--- config.mk ---
export PLATFORM = sky130hd
export DESIGN_NAME = data_mem_responder
export DESIGN_NICKNAME = d
export VERILOG_FILES = /design/src/rtl/data_mem_responder.sv
export SDC_FILE = /design/constraint.sdc
export NUM_CORES = 2
export LEC_CHECK = 0
export ABC_AREA = 1
export CELL_PAD_IN_SITES_DETAIL_PLACEMENT = 2
export CELL_PAD_IN_SITES_GLOBAL_PLACEMENT = 2
export CORE_ASPECT_RATIO = 0.8
export CORE_MARGIN = 10
export CORE_UTILIZATION = 40
export DETAILED_ROUTE_END_ITERATION = 6
export GPL_ROUTABILITY_DRIVEN = 1
export PLACE_DENSITY = 0.95
export SLEW_MARGIN = 25
export SYNTH_ARGS = -nofsm -noshare
export SYNTH_HDL_FRONTEND = slang
export SYNTH_SLANG_ARGS = --single-unit
--- constraint.sdc ---
create_clock -name clk -period 4.7 [get_ports clk]
set_clock_uncertainty 0.05 [all_clocks]
set_input_delay 0.94 -clock clk [delete_from_list [all_inputs] [get_ports clk]]
set_output_delay 0.94 -clock clk [all_outputs]
set_load 0.01 [all_outputs]
--- src/rtl/data_mem_responder.sv ---
// Doubleword data memory with a fixed, parameterised access latency.
// Requests are captured in IDLE, counted down in ACCESS and acknowledged from DONE.
module data_mem_responder #(
    parameter int DEPTH   = 32,
    parameter int LATENCY = 2
) (
    input  logic        clk,
    input  logic        reset_n,
    input  logic        MemRead,
    input  logic        MemWrite,
    input  logic [63:0] Address,
    input  logic [63:0] WriteData,
    output logic [63:0] ReadData,
    output logic        Ready,
    output logic        Busy,
    output logic        Error
);

    localparam int          IDX_W    = (DEPTH > 1) ? $clog2(DEPTH) : 1;
    localparam logic [63:0] LIMIT    = 64'(DEPTH) * 64'd8;
    localparam logic [3:0]  CNT_INIT = 4'(LATENCY - 1);

    typedef enum logic [1:0] {IDLE, ACCESS, DONE} state_t;

    state_t             state_q;
    logic [3:0]         cnt_q;
    logic               is_wr_q;
    logic [IDX_W-1:0]   idx_q;
    logic [63:0]        wdata_q;
    logic [63:0]        rdata_q;
    logic               ready_q;
    logic               busy_q;
    logic               error_q;
    logic [63:0]        mem_q [DEPTH];

    logic req_any;
    logic req_legal;

    // Only a single strobe to an aligned, in-range doubleword is accepted.
    always_comb begin
        req_any   = MemRead | MemWrite;
        req_legal = (MemRead ^ MemWrite) && (Address[2:0] == 3'b000) && (Address < LIMIT);
    end

    always_ff @(posedge clk or negedge reset_n) begin
        if (!reset_n) begin
            state_q <= IDLE;
            cnt_q   <= '0;
            is_wr_q <= 1'b0;
            idx_q   <= '0;
            wdata_q <= '0;
            rdata_q <= '0;
            ready_q <= 1'b0;
            busy_q  <= 1'b0;
            error_q <= 1'b0;
            for (int i = 0; i < DEPTH; i++) begin
                mem_q[i] <= '0;
            end
        end else begin
            ready_q <= 1'b0;
            error_q <= 1'b0;
            case (state_q)
                IDLE: begin
                    if (req_legal) begin
                        state_q <= ACCESS;
                        busy_q  <= 1'b1;
                        cnt_q   <= CNT_INIT;
                        is_wr_q <= MemWrite;
                        idx_q   <= Address[IDX_W+2:3];
                        wdata_q <= WriteData;
                    end else if (req_any) begin
                        error_q <= 1'b1;
                    end
                end
                ACCESS: begin
                    if (cnt_q != 4'd0) begin
                        cnt_q <= cnt_q - 4'd1;
                    end else begin
                        // Access happens on the edge that enters DONE so data and Ready align.
                        if (is_wr_q) begin
                            mem_q[idx_q] <= wdata_q;
                        end else begin
                            rdata_q <= mem_q[idx_q];
                        end
                        state_q <= DONE;
                        ready_q <= 1'b1;
                    end
                end
                DONE: begin
                    state_q <= IDLE;
                    busy_q  <= 1'b0;
                end
                default: begin
                    state_q <= IDLE;
                    busy_q  <= 1'b0;
                end
            endcase
        end
    end

    assign ReadData = rdata_q;
    assign Ready    = ready_q;
    assign Busy     = busy_q;
    assign Error    = error_q;

endmodule

==> run metrics <==
outcome completed; Core Area roughly 0.25 mm2; Root Driver clkbuf_16; leak pwr 0.05620 uW; vias per cell about 6.5; GR Overflow Total 0; Syn. warnings 0; final setup vio count 0; maximum clock frequency 231.1 MHz; Syn Std Cell Area between 0.1 and 0.15 mm2; WL/cell between 30 and 40 um; cts bufs inserted roughly 240; Die H between 400 and 500 um; hold slack 439.1 ps; fillers ~28000; first-pass GRT wire length about 860000 um; largest net degree at the start of global routing 172; initial antenna violation count 43; crit start category flop; Clock transition at path regs 80 ps; area delta synth->final 12.14%; Critical Path Sink Type flop; die area between 0.2 and 0.3 mm2; Avg Cell Area, Syn around 7.5 um2; Net Sw Frac 25.24%; Worst-Margin Slew approximately 1300 ps; vias in the first global route 123000; # IOs 199; crit path max fanout approximately 150; CTS tree done; PwrDens ~360 mW/mm2; post-route ant nets 0; Rel. slew slack approximately 15%; worst-case clock buffer depth 4; CTS sink count roughly 2200; Peak VDD IR 0.4545 mV; Max Cap Viol 0; post-synthesis cell type count 23; DRC viols 0; Finished Layout Cells between 15000 and 20000; CP Data Arrival Time about 5200 ps; post-layout net count about 13000; clock share of power ~52%; crit share post-route between 90 and 100%; Worst-Skew Late Latency 1030 ps; sequential share of the synthesized area between 50% and 60%; WL final about 590000 um; syn nets ~14000; initial core utilization between 40% and 50%; RSZ-0062 raised after global routing no; post-CTS setup buffers 0; fin. max-slew vios 0; Port Buffers ~200; Critical Path RT roughly 5600 ps; H-tree Lvls 4; cells after synthesis between 10000 and 15000; Internal approximately 30000 uW; layout cell share with drive strength beyond 1 between 5 and 6%; placed cell count 16000; Hold Fails Final Rpt 0; Initial DRT Pass Iterations 6; half-perimeter wire length after placement ~280000 um; DR iter-0 viols ~14000; Period minus WS final 4327 ps; sequential power share 46.7%; min-delay worst type flop to flop; Setup TNS 0 ps; die width approximately 580 um; num rows approximately 160; total track usage between 40% and 50%; Sw Pwr just over 10000 uW; Comb pwr share between 1.5 and 2%; via count 106800; gpl congestion approximately 0.78; kind of critical path flop to flop; Yosys reg bits 2191
## metal layers
layer / wire length [um] / vias to the layer above / global-route usage, %
li1: - / 40640 / -
met1: 198500 / 54520 / 45.03
met2: 277000 / 7934 / 68.53
met3: 53040 / 3655 / 10.85
met4: 62070 / 38 / 37.77
met5: 257 / - / 0
## kinds of logic (layout without fill, tap and decap cells)
family          Yosys count  in the layout  share of synthesized area [%]
compound gates         2134           2134                          10.65
xor+xnor                  1              1                       0.008739
fa+ha+maj                 3              3                        0.03745
buf+inv                1324           1058                          5.241
flops                  2191           2191                          54.69
other cells               0             27                              0
simple gates           7716           7716                          29.36
## cells in the mapped netlist (all sizes together)
| library cell | instances | area [um2] |
|---|---|---|
| o21ai | 2122 | 10620 |
| ha | 3 | 37.54 |
| nand2 | 7223 | 27110 |
| clkbuf | 793 | 2977 |
| nor2 | 219 | 834.6 |
| nand3b | 2 | 15.01 |
| inv | 273 | 1025 |
| nor3 | 11 | 88.84 |
| dfrtp | 2191 | 54830 |
| a21oi | 12 | 60.06 |
| or2 | 60 | 375.4 |
| buf | 258 | 1252 |
| xor2 | 1 | 8.760 |
| nand3 | 200 | 1001 |
| and2 | 1 | 6.260 |
## per-stage QoR
stage | cell area, um2 | total power [uW] | setup slack (ps) | utilization (%)
2_1_floorplan | 100200 | 19240 | 2386 | -
3_3_place_gp | 104400 | 19820 | 1353 | 41.83
3_5_place_dp | 104400 | 19870 | 1082 | 41.83
4_1_cts | 112200 | 40180 | 897.4 | 44.97
5_1_grt | 112400 | 40990 | 304.1 | 45.03
6_report | 112400 | 40330 | 372.7 | 45.05
## cells in the final DEF (no fill, tap or decap), types with 2 or more instances in the layout
cell	netlist	final
nand3_1	200	199
buf_12	0	53
nor3_4	3	4
clkbuf_1	793	41
dfrtp_4	0	2
nand3b_1	2	2
nand2_1	7222	7189
clkinvlp_4	0	7
bufinv_16	0	17
inv_2	1	25
nor2_1	216	216
a21oi_1	12	12
buf_6	0	9
clkbuf_8	0	64
o21ai_2	0	2
or2_2	60	60
buf_4	2	106
clkdlybuf4s50_1	0	197
inv_1	272	228
dfrtp_1	2191	2189
nand2_4	0	32
clkbuf_16	0	236
ha_1	3	3
diode_2	0	27
clkinv_2	0	45
inv_8	0	2
inv_6	0	6
buf_16	0	2
o21ai_0	2013	2003
nor2_4	1	2
o21ai_1	109	117
clkinv_1	0	15
nor3_2	0	6
## layout make-up
type | instances | area [um2] | share of cell area [%]
sequential | 2191 | 54840 | 48.78
multi-input combinational | 9854 | 40490 | 36.01
clock buffer | 341 | 6940 | 6.174
tap | 3320 | 4154 | 3.695
timing repair buffer | 368 | 3995 | 3.554
inverter | 273 | 1052 | 0.9361
clock inverter | 76 | 882.1 | 0.7847
antenna | 27 | 67.56 | 0.06010
## worst paths after layout
path / start / endpoint / slack (ps) / cells after the start
max: idx_q[0] / ReadData[42] / 370 / 12
min: mem_q[1343] / mem_q[1343] / 440 / 2
max reg2reg: idx_q[0] / ReadData[42] / 370 / 12
min reg2reg: mem_q[1343] / mem_q[1343] / 440 / 2
max in group asynchronous: reset_n / mem_q[1623] / 2220 / 4
min in group asynchronous: reset_n / mem_q[1776] / 570 / 2
## state kept, by name, summed over array words and instances (netlist names)
register,cells
Busy,1
state_q,2
Error,1
idx_q,5
cnt_q,4
mem_q,2048
Ready,1
wdata_q,64
ReadData,64
is_wr_q,1
## worst max-delay path, stage by stage (launching register included)
cell and delay (ps):
dfrtp_4 640, inv_8 540, buf_12 610, nand2_1 250, nand2_1 160, nand2_1 90
nand2_1 140, nand2_1 80, nand2_1 150, nor2_1 90, nand3_1 650, nand2_1 160
inv_1 100
## what timing repair did
action                    4_1_cts  5_1_grt
gates resized for setup         0        0
hold endpoints to repair       24        0
hold buffers                    1        0
## power by group through the flow
stage	clock network [uW]	logic (uW)	registers, uW
final	20800	685	18800
after global routing	21400	742	18800
after CTS	20700	684	18800
after detailed placement	0	658	19200
after global placement	0	614	19200
after floorplan	0	24.7	19200
Note: power is estimated with default switching activity, not from simulation.
